## src/rtl/id_ex_stage_pkg.sv

```systemverilog
// Shared definitions for the ID/EX stage: control-bundle layout and bubble value.
package id_ex_stage_pkg;

  localparam int CTRL_W        = 9;
  localparam int CTRL_REGWRITE = 8;
  localparam int CTRL_MEMREAD  = 7;
  localparam int CTRL_MEMWRITE = 6;
  localparam int CTRL_MEMTOREG = 5;
  localparam int CTRL_ALUSRC   = 4;
  localparam int CTRL_BRANCH   = 3;
  localparam int CTRL_ALUOP_HI = 2;
  localparam int CTRL_ALUOP_LO = 1;
  localparam int CTRL_VALID    = 0;

  typedef logic [CTRL_W-1:0] ctrl_t;

  // A bubble clears regwrite and valid, so it can never forward or stall.
  localparam ctrl_t CTRL_BUBBLE = '0;

endpackage

```

## src/rtl/id_ex_stage_hazard_detect.sv

```systemverilog
// Load-use hazard detection between the instruction in ID and a load in ID/EX.
module hazard_detect
  import id_ex_stage_pkg::*;
(
  input  logic [4:0] rs1_id,
  input  logic [4:0] rs2_id,
  input  logic       uses_rs1_id,
  input  logic       uses_rs2_id,
  input  logic [4:0] rd_idex,
  input  logic       memread_idex,
  input  logic       valid_idex,
  output logic       hazard
);

  logic src1_hit;
  logic src2_hit;

  // A load targeting x0 never stalls; only sources really read can match.
  always_comb begin
    src1_hit = uses_rs1_id && (rs1_id == rd_idex);
    src2_hit = uses_rs2_id && (rs2_id == rd_idex);
    hazard   = memread_idex && valid_idex && (rd_idex != 5'd0) && (src1_hit || src2_hit);
  end

endmodule

```

## src/rtl/id_ex_stage.sv

```systemverilog
// ID/EX pipeline register with load-use stall, flush bubbles and debug counters.
module id_ex_stage
  import id_ex_stage_pkg::*;
#(
  parameter int XLEN  = 32,
  parameter int CNT_W = 16
) (
  input  logic              clk,
  input  logic              rst_n,
  input  logic [4:0]        rs1_id,
  input  logic [4:0]        rs2_id,
  input  logic [4:0]        rd_id,
  input  logic              uses_rs1_id,
  input  logic              uses_rs2_id,
  input  logic [XLEN-1:0]   rdata1_id,
  input  logic [XLEN-1:0]   rdata2_id,
  input  logic [XLEN-1:0]   imm_id,
  input  logic [XLEN-1:0]   pc_id,
  input  logic [CTRL_W-1:0] ctrl_id,
  input  logic              flush_ex,
  output logic [4:0]        rs1_idex,
  output logic [4:0]        rs2_idex,
  output logic [4:0]        rd_idex,
  output logic [XLEN-1:0]   rdata1_idex,
  output logic [XLEN-1:0]   rdata2_idex,
  output logic [XLEN-1:0]   imm_idex,
  output logic [XLEN-1:0]   pc_idex,
  output logic [CTRL_W-1:0] ctrl_idex,
  output logic              pc_write,
  output logic              ifid_write,
  output logic [CNT_W-1:0]  stall_cnt,
  output logic [CNT_W-1:0]  flush_cnt
);

  logic hazard;
  logic stall;
  logic bubble;

  hazard_detect u_hazard_detect (
    .rs1_id       (rs1_id),
    .rs2_id       (rs2_id),
    .uses_rs1_id  (uses_rs1_id),
    .uses_rs2_id  (uses_rs2_id),
    .rd_idex      (rd_idex),
    .memread_idex (ctrl_idex[CTRL_MEMREAD]),
    .valid_idex   (ctrl_idex[CTRL_VALID]),
    .hazard       (hazard)
  );

  // A flush kills the ID instruction, so a coincident hazard must not freeze the front end.
  always_comb begin
    stall      = hazard && !flush_ex;
    bubble     = flush_ex || hazard;
    pc_write   = !stall;
    ifid_write = !stall;
  end

  // Pipeline register: bubble on flush or stall, otherwise capture ID.
  always_ff @(posedge clk or negedge rst_n) begin
    if (!rst_n) begin
      rs1_idex    <= '0;
      rs2_idex    <= '0;
      rd_idex     <= '0;
      rdata1_idex <= '0;
      rdata2_idex <= '0;
      imm_idex    <= '0;
      pc_idex     <= '0;
      ctrl_idex   <= CTRL_BUBBLE;
    end else if (bubble) begin
      rs1_idex    <= '0;
      rs2_idex    <= '0;
      rd_idex     <= '0;
      rdata1_idex <= '0;
      rdata2_idex <= '0;
      imm_idex    <= '0;
      pc_idex     <= '0;
      ctrl_idex   <= CTRL_BUBBLE;
    end else begin
      rs1_idex    <= rs1_id;
      rs2_idex    <= rs2_id;
      rd_idex     <= rd_id;
      rdata1_idex <= rdata1_id;
      rdata2_idex <= rdata2_id;
      imm_idex    <= imm_id;
      pc_idex     <= pc_id;
      ctrl_idex   <= ctrl_id;
    end
  end

  // Saturating event counters for stalls taken and flushes seen.
  always_ff @(posedge clk or negedge rst_n) begin
    if (!rst_n) begin
      stall_cnt <= '0;
      flush_cnt <= '0;
    end else begin
      if (stall && (stall_cnt != '1)) stall_cnt <= stall_cnt + CNT_W'(1);
      if (flush_ex && (flush_cnt != '1)) flush_cnt <= flush_cnt + CNT_W'(1);
    end
  end

endmodule

```

## config.mk

```make
export PLATFORM = sky130hd
export DESIGN_NAME = id_ex_stage
export DESIGN_NICKNAME = d
export VERILOG_FILES = /design/src/rtl/id_ex_stage_pkg.sv /design/src/rtl/id_ex_stage_hazard_detect.sv /design/src/rtl/id_ex_stage.sv
export SDC_FILE = /design/constraint.sdc
export NUM_CORES = 1
export LEC_CHECK = 0
export BUFFER_PORTS_ARGS = -buffer_cell sky130_fd_sc_hd__buf_2
export CAP_MARGIN = 10
export CORE_AREA = 2 2 132 134
export CTS_CLUSTER_DIAMETER = 200
export DETAILED_ROUTE_END_ITERATION = 8
export DIE_AREA = 0 0 134 136
export PLACE_DENSITY_LB_ADDON = 0.12
export REMOVE_ABC_BUFFERS = 1
export SLEW_MARGIN = 20
export SYNTH_ARGS = -nofsm -noshare
export SYNTH_HDL_FRONTEND = slang
export SYNTH_SLANG_ARGS = --single-unit
```

## constraint.sdc

```tcl
create_clock -name clk -period 4.55 [get_ports clk]
set_input_delay 1.365 -clock clk [delete_from_list [all_inputs] [get_ports clk]]
set_output_delay 1.365 -clock clk [all_outputs]
set_load 0.05 [all_outputs]
```

==> results of run 1 <==
-- Yosys cell counts, types with 4 or more instances --
cell type    n  area (um2)
and2_1     152         951
and3_1       8        50.1
buf_6       10         113
clkbuf_2     7        35.0
dfrtp_1    184        4600
inv_1        5        18.8
nand2_1     13        48.8
nand3_1     11        55.1
nand4_1      9        56.3
nor2_1       6        22.5
xnor2_1     31         272
xor2_1       4        35.0
-- final cells by class --
cell class | count | area [um2]
fillers | 1507 | 7770
flip-flops and latches | 184 | 4600
multi-input cells | 268 | 1800
repair buffers | 346 | 1760
clock buffers | 18 | 439
well taps | 225 | 282
clock inverters | 11 | 198
inverters | 5 | 18.8
diodes | 1 | 2.50
-- flip-flops by register name (all words and copies together), names as in the netlist --
signal       flops
rd_idex          5
imm_idex        32
rs2_idex         5
flush_cnt       16
ctrl_idex        9
pc_idex         32
rdata1_idex     32
rs1_idex         5
stall_cnt       16
rdata2_idex     32
-- path summary, 6_finish.rpt --
path,end,depth (start not counted),slack (ns)
max,pc_write,6,0.75
min,stall_cnt[6]$_DFFE_PN0P_,1,0.48
max reg2reg,rdata1_idex[19]$_DFF_PN0_,6,1.69
min reg2reg,stall_cnt[6]$_DFFE_PN0P_,1,0.48
max in group asynchronous,imm_idex[12]$_DFF_PN0_,2,2.72
min in group asynchronous,rs1_idex[1]$_DFF_PN0_,1,0.95
-- kinds of logic after synthesis --
family,Yosys count,synth area share
simple gates,220,0.207
flops,184,0.698
xor+xnor,35,0.0465
buf+inv,25,0.0287
compound gates,7,0.00873
mux,4,0.00664
fa+ha+maj,2,0.00380
-- where the power goes --
group          switching (mW)  internal (mW)  total [mW]
clock network           0.612          0.985        1.60
logic                   0.531          0.193       0.724
registers              0.0588           1.74        1.79
total                    1.20           2.91        4.12
-- per-layer routing --
layer,part of all wire,up-vias
li1,-,2193
met1,0.37,2298
met2,0.51,210
met3,0.089,24
met4,0.023,0
met5,0,-
-- critical path, stage by stage --
cell and delay (ns):
buf_2 0.11, xnor2_1 0.16, nand4_1 0.17, o22ai_1 0.28, nand2_1 0.11, buf_2 0.23
-- through the flow --
stage	cells	util	instance area [um2]	setup slack [ns]	power (mW)
floorplan	457	-	6420	0.791	2.30
global placement	1028	0.502	8460	0.732	2.55
finish	1058	0.539	9100	0.751	4.12
global route	1057	0.539	9100	0.614	4.29
CTS	1057	0.539	9100	0.741	4.17
detailed placement	1028	0.502	8460	0.751	2.56
==> flow_summary.yaml, run 1 <==
die:
  start_util: 0.391
  die_area_mm2: 0.0182
  fp.dieW_um: 134
  io_pins: 343
  coreArea_mm2: 0.0169
  num_rows: 48
  die_h_um: 136
clock_network:
  cts_setup_buffers: 0
  post_cts_resized: 0
  htree_levels: 4
  cts_tree: "built"
  clock_latency_ns: 0.42
  clock_sinks: 184
  clk_path_buf_depth: 2
  clock-root-buffer: "clkbuf_16"
  cts_hold_buf: 0
  cts.clk_slew.worst_paths_ns: 0.07
  numCtsBuffers: 17
critical_path:
  worst-path-max-fanout: 3
  setup.worst_path.start_class: "primary input"
  worstSetupStartpoint: "rs1_id[3]"
  worst-setup-path-type: "in -> out"
  rr_startpoint: "rd_idex[1]$_DFF_PN0_"
  crit_required_ns: 3.18
  critPathArrivalTime_ns: 2.43
  critPathCaptureType: "primary output"
placement:
  gp_congestion: 0.772
  dp_hpwl_um: 12800
  portBuffers: 342
synth:
  synth-seq-area-share: 0.698
  synth_edf_count: 0
  async_flop_share: 1.00
  synthCells: 477
  yosys_warnings: 0
  synthesis.area_mm2: 0.00659
  synth_ff_type: "dfrtp_1"
  synth_cell_types: 37
  synth-seq-cells: 184
  avgSynthCellArea_um2: 13.8
routing:
  drt-vias-per-instance: 4.47
  drt_iter0_markers: 255
  postRouteAntennaNets: 0
  num_vias: 4725
  finalWirelength_um: 16900
  wl_per_cell_um: 16.0
  drc_errors: 0
  drt_pass1_iterations: 4
final_layout:
  fin_nets: 981
  final_common_cell: "buf_2"
  final_layout_size_suffix_gt1_frac: 0.465
  final_cell_mix: "buf_2, dfrtp_1, and2_1"
  syn_to_final_growth_pct: 38.1
sta:
  post-route-min-period_ns: 3.80
  fmax_ghz: 0.263
  clock_skew_ns: 0.0116
  finalSetupTns_ns: 0
  maxSlewHeadroom: 0.484
  tightest_slew_ns: 0.774
  rsz0062_at_grt: "no"
  hold-worst-slack_ns: 0.485
  finalSetupViolCount: 0
  min_period_over_period: 0.835
  slew_violations: 0
  hold_violations: 0
power:
  p_leak_nw: 4.93
  vdd_drop_max_v: 0.000253
  p_per_area_mw_per_mm2: 452
grt:
  grt_max_degree: 100
  busiest_layer: "met2"
  gr-usage-met1: 0.206
  grt_overflow_total: 0
  grtUsageTotal: 0.185
  grt_use_met3: 0.0753
  grt_first_pass_wirelength_um: 25400
  antenna_found_initial: 1
  grt_pass1_vias: 4769
  gr-usage-met2: 0.316
flow_run:
  drv_cap: 0
outcome:
  status: "complete, no violations"
min_path:
  min-delay-start: "stall_cnt[6]$_DFFE_PN0P_"
  hp-class: "reg -> reg"
No activity file was read; power rests on OpenSTA's default activity.
==> inputs of run 2 (changes only) <==
CORE_AREA = 2 2 134 136   (was 2 2 132 134)
DIE_AREA = 0 0 136 138   (was 0 0 134 136)
clock period = 3.2 ns   (was 4.55 ns; I/O delays follow)
==> run 2 against run 1 <==
Compared with the run above:
- global-route usage fell by 0.37 points
- critical path depth shrank 1
- sequential power up 42%
- clock skew is essentially flat
- critical path type is now reg -> out
- via count decreased by 0.34%
- combinational power increased by 42%
- first-iteration DRC count is 30% lower
- register-to-register slack got worse by 0.78 ns
- clock power up 31%
- count of clock-buffer cells in the layout did not move
==> flow_summary.yaml, run 2 (same netlist as run 1, synthesis figures left out) <==
routing:
  drt-vias-per-instance: 4.42
  postRouteAntennaNets: 0
  num_vias: 4709
  drt_iter0_markers: 179
  finalWirelength_um: 16600
  drc_errors: 0
  wl_per_cell_um: 15.5
  drt_pass1_iterations: 4
sta:
  post-route-min-period_ns: 3.06
  fmax_ghz: 0.327
  hold_violations: 0
  slew_violations: 0
  tightest_slew_ns: 0.493
  worst_slack_ns: 0.143
  maxSlewHeadroom: 0.672
  rsz0062_at_grt: "no"
  finalSetupTns_ns: 0
  clock_skew_ns: 0.0113
  min_period_over_period: 0.955
  finalSetupViolCount: 0
final_layout:
  final_cell_mix: "buf_2, dfrtp_1, and2_1"
  final_common_cell: "buf_2"
  final_layout_size_suffix_gt1_frac: 0.467
  syn_to_final_growth_pct: 38.3
  register_area_mm2: 0.00460
  multi_input_area_mm2: 0.00180
  fillers: 1582
  fin_nets: 981
die:
  die_area_mm2: 0.0188
  num_rows: 49
  fp.dieW_um: 136
  io_pins: 343
  coreArea_mm2: 0.0175
  die_h_um: 138
  start_util: 0.376
critical_path:
  ff2ff_path_depth: 6
  rr_startpoint: "rd_idex[1]$_DFF_PN0_"
  worst-setup-path-type: "reg -> out"
  worst-path-max-fanout: 4
  critPathArrivalTime_ns: 2.10
  setup.worst_path.start_class: "flop"
  crit_required_ns: 2.24
  r2r_end: "rdata1_idex[15]$_DFF_PN0_"
  critPathCaptureType: "primary output"
  ff2ff_setup_slack_ns: 0.91
outcome:
  status: "complete, no violations"
clock_network:
  clk_path_buf_depth: 2
  cts.clk_slew.worst_paths_ns: 0.07
  clock_latency_ns: 0.43
  cts_hold_buf: 0
  clock_sinks: 184
  cts_tree: "built"
  cts_setup_buffers: 0
  clock-root-buffer: "clkbuf_16"
  numCtsBuffers: 17
  htree_levels: 4
  post_cts_resized: 0
flow_run:
  drv_cap: 0
power:
  p_per_area_mw_per_mm2: 623
  p_leak_nw: 4.93
  total_power_mw: 5.68
  vdd_drop_max_v: 0.000341
placement:
  gp_congestion: 0.763
  portBuffers: 342
  place_worst_setup_slack_ns: 0.126
  dp_hpwl_um: 12400
grt:
  grt_first_pass_wirelength_um: 26000
  grt_max_degree: 120
  grt_overflow_total: 0
  grt_pass1_vias: 4995
  grtUsageTotal: 0.181
  antenna_found_initial: 2
min_path:
  hp-class: "in -> async"
==> run 2: cell types whose count changed in the layout (fill, tap and decap cells not counted), sizes merged <==
| cell | change |
|---|---|
| buf | -1 |
| clkbuf | +1 |
| diode | +1 |
| inv | +6 |
| clkinvlp | +1 |
| bufinv | -4 |
==> run 2: worst max-delay path by stage <==
stage | startpoint | to | slack, ns | depth (start not counted)
after floorplan | rd_idex[1]$_DFF_PN0_ | ifid_write | 0.13 | 4
after global placement | rs1_id[2] | rd_idex[2]$_DFF_PN0_ | 0.18 | 8
after detailed placement | rs1_id[2] | rd_idex[4]$_DFF_PN0_ | 0.13 | 8
after CTS | rd_idex[1]$_DFF_PN0_ | pc_write | 0.09 | 5
after global routing | rd_idex[1]$_DFF_PN0_ | ifid_write | 0.01 | 5
final | rd_idex[1]$_DFF_PN0_ | pc_write | 0.14 | 5
==> run 2: routing by layer <==
layer / wire length [um] / part of all wire / track usage / vias up
met4: 425 / 0.026 / 0.0713 / 2
met2: 8370 / 0.51 / 0.307 / 207
li1: - / - / - / 2202
met5: 11 / 0.00066 / 0 / -
met1: 6210 / 0.37 / 0.201 / 2261
met3: 1550 / 0.094 / 0.0737 / 37
==> run 2: metrics by stage <==
| step | cell area, um2 | util | hold WS (ns) | instances |
|---|---|---|---|---|
| 6_report | 9120 | 0.520 | 0.483 | 1066 |
| 5_1_grt | 9110 | 0.520 | 0.505 | 1064 |
| 4_1_cts | 9080 | 0.518 | 0.488 | 1063 |
| 3_5_place_dp | 8490 | 0.484 | 0.478 | 1031 |
| 3_3_place_gp | 8490 | 0.484 | 0.471 | 1031 |
| 2_1_floorplan | 6420 | - | 0.664 | 457 |
==> run 2: critical path, cell delays in order, from the launching register on <==
cell and delay, ns:
dfrtp_1 0.44, or4_1 0.57, o211ai_2 0.23, nor2_1 0.08, nand2_1 0.09, buf_2 0.26
==> run 2: area by class of cell <==
| class | instances | area share |
|---|---|---|
| clock buffers | 18 | 0.0482 |
| inverters | 5 | 0.00206 |
| multi-input cells | 268 | 0.197 |
| well taps | 229 | 0.0314 |
| flip-flops and latches | 184 | 0.505 |
| repair buffers | 346 | 0.198 |
| clock inverters | 14 | 0.0170 |
| diodes | 2 | 0.000549 |
==> run 2: power breakdown <==
group	total [mW]	internal [mW]	switching (mW)
clock	2.09	1.13	0.963
sequential	2.55	2.47	0.0878
combinational	1.03	0.281	0.753
total	5.68	3.88	1.80
